$ cat src/rtl/mips_pkg.sv
// mips_pkg: shared width, MEM-stage FSM state type and timeout default for the MIPS pipeline.
package mips_pkg;
    localparam int S               = 32;
    localparam int TIMEOUT_DEFAULT = 15;
    typedef enum logic [1:0] {IDLE, REQ, RESP} state_t;
endpackage

$ cat src/rtl/dmem_timeout_cnt.sv
// dmem_timeout_cnt: counts cycles while en is high and flags the TIMEOUT-th cycle.
// Ports: clk, reset (sync, active-high), en (count while high, clear when low),
//        tc (high during the TIMEOUT-th consecutive enabled cycle).
module dmem_timeout_cnt #(
    parameter int TIMEOUT = 15
) (
    input  logic clk,
    input  logic reset,
    input  logic en,
    output logic tc
);
    localparam int W = $clog2(TIMEOUT + 1);
    logic [W-1:0] cnt_q;
    always_ff @(posedge clk) begin
        if (reset || !en) cnt_q <= '0;
        else              cnt_q <= cnt_q + W'(1);
    end
    assign tc = en && (cnt_q == W'(TIMEOUT - 1));
endmodule

$ cat src/rtl/dmem_access_ctrl.sv
// dmem_access_ctrl: sequences MEM-stage loads/stores against a req/ack data memory.
// Ports: clk, reset (sync, active-high); EX/MEM side mem_valid/mem_read/mem_write/
//        mem_addr/mem_wdata; memory side dm_req/dm_we/dm_addr/dm_wdata (registered
//        outputs) and dm_ack/dm_rdata; pipeline side stall, wb_en, wb_bubble,
//        mem_ReadData (registered) and sticky err.
// Build option: DMEM_TIMEOUT_EN aborts a request after TIMEOUT REQ cycles and squashes it.
module dmem_access_ctrl #(
    parameter int S       = mips_pkg::S,
    parameter int TIMEOUT = mips_pkg::TIMEOUT_DEFAULT
) (
    input  logic         clk,
    input  logic         reset,
    input  logic         mem_valid,
    input  logic         mem_read,
    input  logic         mem_write,
    input  logic [S-1:0] mem_addr,
    input  logic [S-1:0] mem_wdata,
    output logic         dm_req,
    output logic         dm_we,
    output logic [S-1:0] dm_addr,
    output logic [S-1:0] dm_wdata,
    input  logic         dm_ack,
    input  logic [S-1:0] dm_rdata,
    output logic         stall,
    output logic         wb_en,
    output logic         wb_bubble,
    output logic [S-1:0] mem_ReadData,
    output logic         err
);
    import mips_pkg::*;

    state_t       state_q, state_d;
    logic         req_q, req_d, we_q, we_d, err_q, err_d, to_q, to_d, timeout;
    logic [S-1:0] addr_q, addr_d, wdata_q, wdata_d, rdata_q, rdata_d;

`ifdef DMEM_TIMEOUT_EN
    dmem_timeout_cnt #(.TIMEOUT(TIMEOUT)) u_cnt (
        .clk   (clk),
        .reset (reset),
        .en    (state_q == REQ),
        .tc    (timeout)
    );
`else
    logic unused_timeout;
    assign unused_timeout = (TIMEOUT != 0);
    assign timeout        = 1'b0;
`endif

    always_comb begin
        state_d   = state_q;
        req_d     = req_q;
        we_d      = we_q;
        addr_d    = addr_q;
        wdata_d   = wdata_q;
        rdata_d   = rdata_q;
        err_d     = err_q;
        to_d      = to_q;
        stall     = 1'b0;
        wb_en     = 1'b1;
        wb_bubble = 1'b1;
        case (state_q)
            IDLE: begin
                if (mem_valid && (mem_read || mem_write)) begin
                    stall   = 1'b1;
                    wb_en   = 1'b0;
                    req_d   = 1'b1;
                    we_d    = mem_write;
                    addr_d  = mem_addr;
                    wdata_d = mem_wdata;
                    state_d = REQ;
                end else begin
                    wb_bubble = !mem_valid;
                end
            end
            REQ: begin
                stall = 1'b1;
                wb_en = 1'b0;
                if (dm_ack) begin
                    req_d   = 1'b0;
                    rdata_d = we_q ? '0 : dm_rdata;
                    state_d = RESP;
                end else if (timeout) begin
                    req_d   = 1'b0;
                    err_d   = 1'b1;
                    to_d    = 1'b1;
                    rdata_d = '0;
                    state_d = RESP;
                end
            end
            RESP: begin
                wb_bubble = to_q;
                to_d      = 1'b0;
                // Clearing here keeps mem_ReadData at 0 for ALU ops that follow in IDLE.
                rdata_d   = '0;
                state_d   = IDLE;
            end
            default: state_d = IDLE;
        endcase
        if (reset) begin
            stall     = 1'b0;
            wb_en     = 1'b1;
            wb_bubble = 1'b1;
        end
    end

    always_ff @(posedge clk) begin
        if (reset) begin
            state_q <= IDLE;
            req_q   <= 1'b0;
            we_q    <= 1'b0;
            addr_q  <= '0;
            wdata_q <= '0;
            rdata_q <= '0;
            err_q   <= 1'b0;
            to_q    <= 1'b0;
        end else begin
            state_q <= state_d;
            req_q   <= req_d;
            we_q    <= we_d;
            addr_q  <= addr_d;
            wdata_q <= wdata_d;
            rdata_q <= rdata_d;
            err_q   <= err_d;
            to_q    <= to_d;
        end
    end

    assign dm_req       = req_q;
    assign dm_we        = we_q;
    assign dm_addr      = addr_q;
    assign dm_wdata     = wdata_q;
    assign mem_ReadData = rdata_q;
    assign err          = err_q;
endmodule

$ cat config.mk
export PLATFORM = sky130hd
export DESIGN_NAME = dmem_access_ctrl
export DESIGN_NICKNAME = d
export VERILOG_FILES = /design/src/rtl/mips_pkg.sv /design/src/rtl/dmem_timeout_cnt.sv /design/src/rtl/dmem_access_ctrl.sv
export SDC_FILE = /design/constraint.sdc
export NUM_CORES = 1
export LEC_CHECK = 0
export BUFFER_PORTS_ARGS = -buffer_cell sky130_fd_sc_hd__buf_2
export CORE_MARGIN = 4
export CORE_UTILIZATION = 46
export DETAILED_ROUTE_END_ITERATION = 7
export HOLD_SLACK_MARGIN = 0.06
export PLACE_DENSITY = 0.81
export SLEW_MARGIN = 20
export SYNTH_ARGS = -nofsm -noshare
export SYNTH_HDL_FRONTEND = slang
export SYNTH_HIERARCHICAL = 1
export SYNTH_SLANG_ARGS = --single-unit
$ cat constraint.sdc
create_clock -name clk -period 1.5 [get_ports clk]
set_clock_uncertainty 0.05 [all_clocks]
set_input_delay 0.15 -clock clk [delete_from_list [all_inputs] [get_ports clk]]
set_output_delay 0.15 -clock clk [all_outputs]
set_load 0.03 [all_outputs]
Yosys cells after proc, flatten, opt, wreduce, memory -nomap -nowiden
Index checks and enable logic that the tools add are counted.
{"block": "totals", "word_cells": 38, "output_inout_bits": 102, "reg_bits": 100}
{"block": "op_classes", "n_mux": 18, "eq_ne": 4, "n_reduce_logical": 10}
{"op": "$mux W32", "n": 2}
{"op": "$pmux W32 S2", "n": 1}
{"op": "$mux W1", "n": 8}
{"op": "$pmux W1 S2", "n": 4}
{"op": "$reduce_and A2 Y1", "n": 3}
{"op": "$mux W2", "n": 2}
{"op": "$ne A2 B2 Y1 const B", "n": 2}
{"op": "$pmux W2 S2", "n": 1}
{"op": "$reduce_bool A2 Y1", "n": 2}
{"op": "$reduce_and A3 Y1", "n": 1}
{"op": "$eq A2 B1 Y1 const B", "n": 1}
{"op": "$eq A2 B2 Y1 const B", "n": 1}
{"op": "$logic_not A2 Y1", "n": 1}
{"op": "$logic_and A1 B1 Y1", "n": 1}
{"op": "$logic_not A1 Y1", "n": 1}
{"op": "$logic_or A1 B1 Y1", "n": 1}

Depth between registers and ports, before layout
{"block": "depth", "depth_word": 5, "ltp_mapped": 5}

Worst setup path before layout
No wires, ideal clock.
{"block": "synth_path", "path_kind": "input-to-output", "startpoint": "input port reset", "endpoint": "output port stall", "t_arrival_ps": 1143, "path_slack_ps": 157, "path_buffers": 2, "stages": 4, "cell_sequence": "buf_2 -> buf_2 -> a211o_1 -> inv_1"}
{"block": "synth_between", "elab_chain_cells": 1}
{"item": "start: declaration", "line_no": "dmem_access_ctrl.sv:12", "text": "input logic reset,"}
{"item": "$mux W1", "line_no": "dmem_access_ctrl.sv:99", "text": "if (reset) begin"}
{"item": "end: declaration", "line_no": "dmem_access_ctrl.sv:24", "text": "output logic stall,"}
No other way between the ends.

Final worst setup path
{"block": "layout_path", "startpoint": "register state_q[0]", "endpoint": "output port stall"}
{"block": "layout_between", "elab_chain_cells": 3}
{"item": "start: declaration", "line_no": "dmem_access_ctrl.sv:32", "text": "state_t state_q, state_d;"}
{"item": "start signal: assignment", "line_no": "dmem_access_ctrl.sv:117", "text": "state_q <= state_d;"}
{"item": "$eq A2 B1 Y1 / $logic_not A2 Y1 (equally long branches)", "line_no": "dmem_access_ctrl.sv:61", "text": "case (state_q)"}
{"item": "$pmux W1 S2 (*)", "line_no": "dmem_access_ctrl.sv:61"}
{"item": "$mux W1 (*)", "line_no": "dmem_access_ctrl.sv:99"}
Every way passes the cells marked *; elsewhere a longest branch is shown, timed or not.

==> qor.csv <==
metric;value;unit
syn_nets;477;
synthesized flop and latch total;100;
maximum VDD drop;0.000562;V
ys async rst share;0;%
Core Box Area;8380;um2
layout cell share with drive strength beyond 1;37.0;%
leading area contributor after synthesis;dfxtp_1;
EDFF count, synth;0;
final core utilization;79.7;%
H-tree levels;3;
final hold vios;0;
via count;3876;
Setup violations, final;6;
Inserted Clock Buffers;9;
fin crit share;105;%
GRT Util Overall;24.1;%
FP Rows;33;
Die Area;10400;um2
CTS Buffer Depth;2;
pre-CTS WS;-0.0779;ns
vias per cell;4.87;
Mapped Area;4050;um2
Leakage;0.00314;uW
first-pass GRT wire length;19800;um
Setup crit end kind;primary output;
Post-DP Area;5160;um2
synth-to-layout area growth;64.8;%
DR iter-0 viols;112;
post-route ant nets;0;
Most used DFF post-synth;dfxtp_1;
gpl congestion;0.714;
post-route non-filler standard cell count;796;
Reg clk slew, reported paths;0.10;ns
Worst-Skew Late Latency;0.35;ns
Layout Nets;786;
max-slew violations;0;
CTS root buffer;clkbuf_8;
number of iterations in the first detailed-routing pass;4;
PwrDens;905;nW/um2
minimum clock period;1.57;ns
Worst Hold Path Cells;4;
CTS Sinks;100;
highest cell delay on the worst timing path;0.35;ns
Worst Path Arrival;1.37;ns
Mapped Cells;375;
cell breakdown of the critical path;inv_2, buf_6, a211o_1, inv_2, buf_6;
placed insts;664;
fill cell count;522;
RSZ-0062 raised after global routing;yes;
Worst Hold Slack;0.276;ns
I/O Buffers;202;
HP Class;in -> reg;
antenna violations before repair;0;
die extent in y;102;um
sequential area share after synthesis;49.4;%
Yosys top cell area share;49.4;%
Startpoint Class;flip-flop;
Max-cap violations;0;
CP max stage cell;dfxtp_2;
WL per Instance;17.3;um
num ports;204;
Worst Slack Setup Final;-0.0748;ns
synth top area cells;dfxtp_1 (49%), nand2b_1 (20%), mux2i_1 (16%);
post-synthesis average cell area;10.8;um2
crit path kind;reg -> out;
Ys Warns;6;
critical-path maximum fanout;3;
Detailed Place HPWL;7270;um
failing checks;setup timing;
initial core utilization;48.4;%
CTS tree;built;
DRC;0;
gr ovfl total;0;
Worst R2R Path Depth;6;
Netlist cell types;23;
final instance area;6680;um2
Die X;102;um
final wirelength;13800;um
Max Freq;0.635;GHz
largest net degree at the start of global routing;93;
status;complete, but fails checks;
WP data required;1.30;ns
vias in the first global route;4034;
## flip-flops by register name (all words and copies together), names as in the netlist
name	cells
dm_addr	32
dm_wdata	32
mem_ReadData	32
state_q	2
dm_we	1
dm_req	1
## worst paths after layout
kind / from / to / slack, ns
max: state_q[0]$_SDFFE_PP0P_ / stall / -0.07
min: mem_valid / dm_req$_SDFFE_PP0P_ / 0.28
max reg2reg: state_q[1]$_SDFFE_PP0P_ / dm_wdata[19]$_SDFFE_PP0P_ / -0.02
min reg2reg: dm_wdata[27]$_SDFFE_PP0P_ / dm_wdata[27]$_SDFFE_PP0P_ / 0.43
## routing by layer
metal  share of wire [%]  global-route usage [%]  routed length, um  vias to the layer above
met3                 8.5                    7.03               1180                       21
met4                 1.9                    8.27                262                        0
met2                  52                    44.3               7180                      175
met1                  38                    26.3               5190                     1808
li1                    -                       -                  -                     1872
met5                   0                       0                  0                        -
## cell families after synthesis
family,count (synthesis),share of synthesized area [%]
multiplexers,65,16.1
other,1,0.0925
flip-flops,100,49.4
buffers and inverters,32,4.54
AND/OR/NAND/NOR,138,21.7
AO/OA/AOI/OAI,39,8.24
## cell usage after synthesis, drive strengths merged, types with 2 or more instances
cell type and number:
a21oi 3, a22o 32, or3 2, o21ai 2, nor3 2, inv 2, dfxtp 100, buf 17
nand2b 130, clkbuf 13, mux2i 65
## critical path, delay by kind of cell, from the launching register on
kind | cells | cell delay (ns)
buffers and inverters | 4 | 0.37
AOI/OAI and AO/OA | 1 | 0.30
DFF | 1 | 0.35
## cell type report
type	instances	area [um2]	share of cell area, %
diodes	2	5.00	0.0749
inverters	2	7.51	0.112
well taps	105	131	1.97
multi-input cells	243	1890	28.4
clock inverters	5	37.5	0.562
flip-flops and latches	100	2000	30.0
repair buffers	328	2460	36.8
clock buffers	11	141	2.12
## cell usage in the layout, fill, tap and decap left out
cell type      count
and3b_1            1
clkbuf_1           1
o21ai_1            1
nor3_1             1
nand2b_1         130
dfxtp_2            2
a211oi_4           1
buf_16             1
o21ai_0            1
or3_4              1
clkbuf_16          7
or3_1              1
nor4_4             1
buf_8              2
inv_2              2
mux2i_2            1
a22o_1            32
clkinvlp_4         2
clkinv_2           1
a21oi_1            3
nor3_4             1
dlygate4sd3_1     98
nand2_1            1
buf_6             11
mux2i_4            1
clkinv_4           2
mux2i_1           63
nor2_1             1
buf_2            200
conb_1             1
dfxtp_1           98
clkbuf_8          10
buf_4              5
a211o_1            1
diode_2            2
buf_12             4
## metrics by stage
step                      TNS [ns]  total power (uW)
after floorplan                  0              3710
after global placement      -10.94              4050
after detailed placement     -3.27              4090
after CTS                   -0.255              5900
after global routing         -1.99              6290
final                       -0.247              6050
## power by group
part / switching, uW / total (uW) / internal, uW
clock network: 949 / 1600 / 654
registers: 87.6 / 2900 / 2810
logic: 794 / 1540 / 748
## what timing repair did
action / 4_1_cts / 5_1_grt
buffers inserted: 4 / 2
hold buffers: 98 / 0
endpoints found under the setup margin: 90 / 74
pin swaps: 2 / 2
resized for setup: 10 / 14
hold endpoints to repair: 98 / 0
cloned: 1 / 9
No activity file was read; power rests on OpenSTA's default activity.
